[src/rtl/imm_scan_ctrl_pkg.sv]
// Shared types and constants for the raster-scan masking sequencer.
// Frame geometry defaults, bus widths, FSM encoding, address helper.
package imm_scan_ctrl_pkg;

  localparam int IMG_W_DEF = 320;
  localparam int IMG_H_DEF = 240;

  localparam int PIX_W  = 12;
  localparam int ADDR_W = 17;
  localparam int COL_W  = 9;
  localparam int ROW_W  = 8;

  typedef enum logic [1:0] {
    ST_IDLE,
    ST_SCAN,
    ST_DRAIN
  } state_t;

  function automatic logic [ADDR_W-1:0] raster_addr(
    input logic [COL_W-1:0] i,
    input logic [ROW_W-1:0] j,
    input int               w
  );
    return ADDR_W'(j) * ADDR_W'(w) + ADDR_W'(i);
  endfunction

endpackage

[src/rtl/imm_scan_ctrl_raster_cnt.sv]
// Column/row raster counters with wrap, last-pixel flag and
// frame-buffer address for the current coordinate.
module imm_raster_cnt
  import imm_scan_ctrl_pkg::*;
#(
  parameter int IMG_W = IMG_W_DEF,
  parameter int IMG_H = IMG_H_DEF
) (
  input  logic              clk,
  input  logic              rst,
  input  logic              clr,
  input  logic              adv,
  output logic [COL_W-1:0]  i,
  output logic [ROW_W-1:0]  j,
  output logic [ADDR_W-1:0] addr,
  output logic              last
);

  localparam logic [COL_W-1:0] I_MAX = COL_W'(IMG_W - 1);
  localparam logic [ROW_W-1:0] J_MAX = ROW_W'(IMG_H - 1);

  logic i_end;
  logic j_end;

  assign i_end = (i == I_MAX);
  assign j_end = (j == J_MAX);
  assign last  = i_end && j_end;
  assign addr  = raster_addr(i, j, IMG_W);

  always_ff @(posedge clk) begin
    if (rst || clr) begin
      i <= '0;
      j <= '0;
    end else if (adv) begin
      if (i_end) begin
        i <= '0;
        j <= j_end ? '0 : j + 1'b1;
      end else begin
        i <= i + 1'b1;
      end
    end
  end

endmodule

[src/rtl/imm_scan_ctrl.sv]
// Raster-scan sequencer: feeds source pixels to the masking datapath
// and writes the masked results into the frame buffer.
module imm_scan_ctrl
  import imm_scan_ctrl_pkg::*;
#(
  parameter int IMG_W = IMG_W_DEF,
  parameter int IMG_H = IMG_H_DEF
) (
  input  logic              clk,
  input  logic              rst,
  input  logic              start,
  input  logic              abort,
  input  logic [COL_W-1:0]  i_offset_in,
  input  logic [ROW_W-1:0]  j_offset_in,
  input  logic              src_valid,
  input  logic [PIX_W-1:0]  src_pixel,
  output logic              src_ready,
  output logic [PIX_W-1:0]  imm_pixel,
  output logic [COL_W-1:0]  imm_i,
  output logic [ROW_W-1:0]  imm_j,
  output logic [COL_W-1:0]  imm_i_offset,
  output logic [ROW_W-1:0]  imm_j_offset,
  output logic              imm_tx,
  input  logic [PIX_W-1:0]  imm_result,
  output logic              wr_en,
  output logic [ADDR_W-1:0] wr_addr,
  output logic [PIX_W-1:0]  wr_data,
  output logic              busy,
  output logic              frame_done
);

  state_t state;

  logic              accept;
  logic              go;
  logic              cap;
  logic [ADDR_W-1:0] imm_addr;

  logic [COL_W-1:0]  cnt_i;
  logic [ROW_W-1:0]  cnt_j;
  logic [ADDR_W-1:0] cnt_addr;
  logic              cnt_last;

  assign accept = src_valid && src_ready && !abort;
  assign go     = (state == ST_IDLE) && start && !abort;

  imm_raster_cnt #(
    .IMG_W (IMG_W),
    .IMG_H (IMG_H)
  ) u_cnt (
    .clk  (clk),
    .rst  (rst),
    .clr  (go),
    .adv  (accept),
    .i    (cnt_i),
    .j    (cnt_j),
    .addr (cnt_addr),
    .last (cnt_last)
  );

  // cap marks the cycle in which imm_result is valid for capture
  always_ff @(posedge clk) begin
    if (rst) begin
      state        <= ST_IDLE;
      src_ready    <= 1'b0;
      imm_tx       <= 1'b0;
      cap          <= 1'b0;
      wr_en        <= 1'b0;
      busy         <= 1'b0;
      frame_done   <= 1'b0;
      imm_pixel    <= '0;
      imm_i        <= '0;
      imm_j        <= '0;
      imm_i_offset <= '0;
      imm_j_offset <= '0;
      imm_addr     <= '0;
      wr_addr      <= '0;
      wr_data      <= '0;
    end else if (abort) begin
      state      <= ST_IDLE;
      src_ready  <= 1'b0;
      imm_tx     <= 1'b0;
      cap        <= 1'b0;
      wr_en      <= 1'b0;
      busy       <= 1'b0;
      frame_done <= 1'b0;
    end else begin
      imm_tx     <= accept;
      cap        <= imm_tx;
      wr_en      <= cap;
      frame_done <= 1'b0;

      if (accept) begin
        imm_pixel <= src_pixel;
        imm_i     <= cnt_i;
        imm_j     <= cnt_j;
        imm_addr  <= cnt_addr;
      end

      if (cap) begin
        wr_addr <= imm_addr;
        wr_data <= imm_result;
      end

      unique case (state)
        ST_IDLE: begin
          if (start) begin
            imm_i_offset <= i_offset_in;
            imm_j_offset <= j_offset_in;
            state        <= ST_SCAN;
            busy         <= 1'b1;
            src_ready    <= 1'b1;
          end
        end
        // ready drops for the strobe cycle so imm_tx returns low
        ST_SCAN: begin
          if (accept) begin
            src_ready <= 1'b0;
            if (cnt_last) begin
              state <= ST_DRAIN;
            end
          end else begin
            src_ready <= 1'b1;
          end
        end
        ST_DRAIN: begin
          src_ready <= 1'b0;
          if (cap) begin
            state      <= ST_IDLE;
            busy       <= 1'b0;
            frame_done <= 1'b1;
          end
        end
        default: state <= ST_IDLE;
      endcase
    end
  end

endmodule

[config.mk]
export PLATFORM = sky130hd
export DESIGN_NAME = imm_scan_ctrl
export DESIGN_NICKNAME = d
export VERILOG_FILES = /design/src/rtl/imm_scan_ctrl_pkg.sv /design/src/rtl/imm_scan_ctrl_raster_cnt.sv /design/src/rtl/imm_scan_ctrl.sv
export SDC_FILE = /design/constraint.sdc
export NUM_CORES = 1
export LEC_CHECK = 0
export CAP_MARGIN = 20
export CORE_MARGIN = 5
export CORE_UTILIZATION = 48
export DETAILED_ROUTE_END_ITERATION = 16
export PLACE_DENSITY_LB_ADDON = 0.2
export SKIP_CTS_REPAIR_TIMING = 1
export SYNTH_ARGS = -nofsm -noshare
export SYNTH_HDL_FRONTEND = slang
export SYNTH_SLANG_ARGS = --single-unit
[constraint.sdc]
create_clock -name clk -period 2.8 [get_ports clk]
set_input_delay 0.56 -clock clk [delete_from_list [all_inputs] [get_ports clk]]
set_output_delay 0.56 -clock clk [all_outputs]
set_load 0.005 [all_outputs]
* Word level (Yosys, flattened, before mapping) *
Cells that the tools add are included.
W data, S select, Z words.

cells by class
  eq/ne operators = 8
  reductions and logical operators = 19
  bitwise operators = 2
  mux-type cells = 13
  $add $sub $neg = 3
  $mul = 1

operator list
  cell                    number
  $add A17 B9 Y17         1
  $mul A8 B3 Y11 const B  1
  $add A9 B1 Y9 const B   1
  $eq A9 B9 Y1 const B    1
  $mux W9                 1
  $add A8 B1 Y8 const B   1
  $eq A8 B8 Y1 const B    1
  $mux W2                 4
  $mux W8                 1
  $ne A2 B2 Y1 const B    4
  $reduce_and A2 Y1       4
  $pmux W2 S3             1
  $reduce_and A3 Y1       2
  $logic_and A1 B1 Y1     5
  $mux W1                 4
  $reduce_and A4 Y1       1
  $pmux W1 S3             1
  $reduce_bool A3 Y1      1
  $reduce_or A3 Y1        1
  $eq A2 B1 Y1 const B    1
  $eq A2 B2 Y1 const B    1
  $logic_not A2 Y1        1
  $not A1 Y1              2
  $pmux W1 S2             1
  4 further kinds         4

storage, ports and cells
  flip-flop bits (word level) = 117
  output and inout port bits = 80
  input bits = 46
  logic and storage cells = 63

* Logic depth before layout (Yosys ltp) *
  word-level depth = 5
  depth in mapped cells = 9
  depth with buffers taken out = 9

* Modules after synthesis *
A second synthesis with hierarchy kept.

second synthesis, totals
  cell total of the unflattened synthesis = 601
  area, all modules = 4,988.5 µm²

modules (own cells, without submodules)
  module          cells an instance  area an instance (µm²)  seq. area each (µm²)  times used
  imm_scan_ctrl   432                3,513.4                 2,001.9               1
  imm_raster_cnt  169                1,475.2                 340.3                 1

* Least setup slack after synthesis *
No wires, ideal clock.

  path type = register to register
  from = reg u_cnt.j[1]
  to = reg imm_addr[15]
  period minus slack after synthesis = 2,471 ps
  arrival time = 2,386 ps
  library setup time = 86 ps
  data required time = 2,714 ps
  buffers on the path = 0
  stages on the path, launching flop included = 10
  path slack = 329 ps
  path through = dfxtp_1 > ha_1 > ha_1 > fa_1 > o211a_1 > nand3_1 > nor3_1 > nand4_1 > xor2_1 > a211oi_1

between the ends
  word-level cells in the longest chain between the ends = 2

RTL lines
  element                 line                            RTL
  from (decl)             imm_scan_ctrl_raster_cnt.sv:14  output logic [ROW_W-1:0] j,
  from (signal assigned)  imm_scan_ctrl_raster_cnt.sv:37  j <= j_end ? '0 : j + 1'b1;
  $mul A8 B3 Y11          imm_scan_ctrl_pkg.sv:24         return ADDR_W'(j) * ADDR_W'(w) + ADDR_W'(i);
  $add A17 B9 Y17         imm_scan_ctrl_pkg.sv:24
  to (signal assigned)    imm_scan_ctrl.sv:97             imm_addr <= cnt_addr;
  to (decl)               imm_scan_ctrl.sv:37             logic [ADDR_W-1:0] imm_addr;

No other way between the ends.
A chain may end at the register's enable or synchronous reset.

* Final worst setup path *
Same ends and word-level chain as after synthesis.

==> results.py <==
metrics = {
    "timing": {
        "setup_viol": 0,
        "setup_ws_ns": 0.194,
        "finClkSkew_ns": 0.00952,
        "min_period_ns": 2.61,
        "drv_slew": 0,
        "worst_pin_slew_ns": 0.528,
        "fin_crit_sh": 0.931,
        "worst_hold_slack_ns": 0.456,
        "hold_viol_final": 0,
        "timing.fmax_mhz": 384,
        "max_slew_margin": 0.647,
    },
    "hold_path": {
        "hold_depth": 2,
        "hold_class": "flip-flop to flip-flop",
    },
    "floorplan": {
        "die-area_sq_um": 11700,
        "core_sq_um": 9330,
        "die_h_microns": 108,
        "num_rows": 35,
        "die_w_microns": 108,
        "ios": 126,
        "start_util": 0.498,
    },
    "critical_path": {
        "r2r_start": "u_cnt.j[1]",
        "start_kind": "flip-flop",
        "crit_path_end": "imm_addr[15]",
        "crit_slowest_cell": "fa_1",
        "path_cells": "ha_1 > ha_1 > fa_1 > o211a_1 > nand3_1 > nor3_2 > nand4_1 > xor2_1 > a211oi_1",
        "worstPathArrival_ns": 2.89,
        "critPathKind": "flip-flop to flip-flop",
        "critPathCaptureType": "flip-flop",
        "cp_max_fo": 7,
        "worst_setup_path_startpoint": "u_cnt.j[1]",
        "rr_endpoint": "imm_addr[15]",
        "path_common_cell": "ha_1",
        "max_stage_delay_ns": 0.55,
        "required_ns": 3.08,
        "rrSetupSlack_ns": 0.19,
        "ff2ff_path_depth": 9,
    },
    "layout": {
        "multi_input_area_sq_um": 2230,
        "finalNonFillerCells": 810,
        "seq_area_sq_um": 2220,
        "nNetsFinal": 741,
        "finalInstanceArea_sq_um": 6160,
        "n_antenna_cell": 0,
        "filler_cell_count": 800,
        "drive_gt1_frac": 0.0617,
        "area_growth_syn_to_layout_pct": 32.7,
    },
    "global_routing": {
        "grt_usage": 0.189,
        "grt_first_pass_wirelength_microns": 18000,
        "antenna_found_initial": 0,
        "grt_max_degree": 52,
        "grt-ovfl-total": 0,
        "grt_pass1_vias": 3848,
    },
    "pwr": {
        "p_leak_nw": 2.18,
        "ir_worst_vdd_uv": 249,
        "pwr_density_cell_nw_per_um2": 429,
    },
    "logic_synthesis": {
        "synth-seq-cells": 111,
        "ys_warn_count": 0,
        "synth_top_area_frac": 0.479,
        "synth_fp_nets": 632,
        "synth_top_flop_cell": "dfxtp_1",
        "syn_inst": 567,
        "synth_area_leaders": "dfxtp_1 (48%), nand2_1 (14%), a21oi_1 (9.7%)",
        "postSynthAreaPerCell_sq_um": 8.19,
        "synthArstFlopShare": 0,
        "syn-cell-area_sq_um": 4640,
        "ys_seq_area_frac": 0.479,
        "synth_largest_area_cell": "dfxtp_1",
        "synth_edf_count": 0,
        "synth.distinct_cells": 49,
    },
    "clock_network": {
        "h-tree-depth": 3,
        "clk_latency_ns": 0.37,
        "cts-root-buf": "clkbuf_8",
        "numCtsBuffers": 9,
        "clk_pin_slew_worst_paths_ns": 0.09,
        "tritoncts": "built",
        "clockBufferDepth": 2,
        "cts_num_sinks": 111,
    },
    "routing": {
        "drcViolationCount": 0,
        "detail_route.wl_per_cell_microns": 13.8,
        "num_vias": 4091,
        "via_per_inst": 5.05,
        "drtAntennaViolNets": 0,
        "routed_wl_microns": 11200,
        "firstDrtPassIters": 5,
        "dr.first_iter.drc_count": 184,
    },
    "placement": {
        "place_area_sq_um": 5980,
        "dp_hpwl_microns": 8150,
        "gp_congestion": 0.897,
        "portBuffers": 125,
        "place_inst": 794,
        "dp_slack_ns": 0.107,
    },
    "job": {
        "cap_violations": 0,
    },
    "status": {
        "status": "finished clean",
    },
}
cell usage in the layout, fill, tap and decap left out, types with 2 or more instances in the layout:
master / instances
a211oi_1: 8
a21o_1: 2
a21oi_1: 90
and2_1: 3
and3_1: 5
buf_4: 12
clkbuf_1: 3
clkbuf_8: 9
clkdlybuf4s50_1: 124
clkinv_4: 2
clkinvlp_4: 2
dfxtp_1: 109
dfxtp_2: 2
fa_1: 2
ha_1: 17
inv_1: 6
nand2_1: 169
nand2b_1: 7
nand3_1: 3
nand3b_1: 2
nand4_1: 3
nor2_1: 29
nor2b_1: 4
nor3_1: 7
nor3_2: 3
nor3b_1: 2
o21ai_0: 5
o21bai_1: 2
or2_2: 3
or3_1: 2
xnor2_1: 10
xor2_1: 10
routing by layer:
layer / up-vias / GRT usage / wire length [microns]
met4: 0 / 0.0559 / 144
li1: 2090 / - / -
met1: 1876 / 0.241 / 5030
met5: - / 0 / 0
met3: 14 / 0.0478 / 740
met2: 111 / 0.317 / 5240
cell families (layout without fill, tap and decap cells):
family,Yosys count,after routing,share of synthesized area
simple gates,252,252,0.239
compound gates,117,117,0.141
flops,111,111,0.479
buf+inv,46,160,0.0439
xor+xnor,20,20,0.0377
fa+ha+maj,19,19,0.0544
mux,2,2,0.00458
state kept, by name (all words and copies together) (netlist names):
| register | flops |
|---|---|
| wr_addr | 17 |
| imm_pixel | 12 |
| wr_data | 12 |
| imm_addr | 11 |
| imm_i | 9 |
| imm_i_offset | 9 |
| u_cnt.i | 9 |
| imm_j | 8 |
| imm_j_offset | 8 |
| u_cnt.j | 8 |
| state | 2 |
| busy | 1 |
| cap | 1 |
| frame_done | 1 |
| imm_tx | 1 |
| src_ready | 1 |
| wr_en | 1 |
report_power, final:
group | switching (mW) | total [mW] | internal [mW]
registers | 0.0114 | 1.61 | 1.60
clock network | 0.518 | 0.847 | 0.328
logic | 0.0810 | 0.187 | 0.106
total | 0.611 | 2.64 | 2.03
synth_stat cells, types with 7 or more instances:
| cell | instances |
|---|---|
| dfxtp_1 | 111 |
| nor3_1 | 8 |
| clkbuf_1 | 23 |
| nor2_1 | 29 |
| a21oi_1 | 90 |
| a211oi_1 | 9 |
| nand2_1 | 169 |
| buf_2 | 7 |
| nand2b_1 | 7 |
| xnor2_1 | 10 |
| xor2_1 | 10 |
| ha_1 | 17 |
per-stage QoR:
| step | TNS (ns) | util | total power, mW |
|---|---|---|---|
| finish | 0 | 0.661 | 2.64 |
| global route | -0.0145 | 0.661 | 2.76 |
| CTS | 0 | 0.659 | 2.67 |
| detailed placement | 0 | 0.641 | 1.83 |
| global placement | 0 | 0.641 | 1.83 |
| floorplan | 0 | - | 1.72 |
critical path, delay by kind of cell, from the launching register on:
kind | cells | cell delay [ns]
compound gates | 2 | 0.41
xor+xnor | 1 | 0.18
fa+ha+maj | 3 | 1.11
flops | 1 | 0.36
simple gates | 3 | 0.45
cell type report:
cell class / count / area share
multi-input cells: 410 / 0.362
well taps: 129 / 0.0262
repair buffers: 138 / 0.220
inverters: 6 / 0.00365
clock inverters: 4 / 0.00528
flip-flops and latches: 111 / 0.361
clock buffers: 12 / 0.0219
how the worst min path moves through the flow:
stage | start | endpoint | slack (ns)
final | imm_j[3] | imm_j[3] | 0.46
after global routing | imm_addr[14] | wr_addr[14] | 0.48
after CTS | imm_addr[14] | wr_addr[14] | 0.45
after detailed placement | wr_addr[12] | wr_addr[12] | 0.45
after global placement | wr_data[9] | wr_data[9] | 0.44
after floorplan | imm_addr[11] | wr_addr[11] | 0.43
No activity file was read; power rests on OpenSTA's default activity.
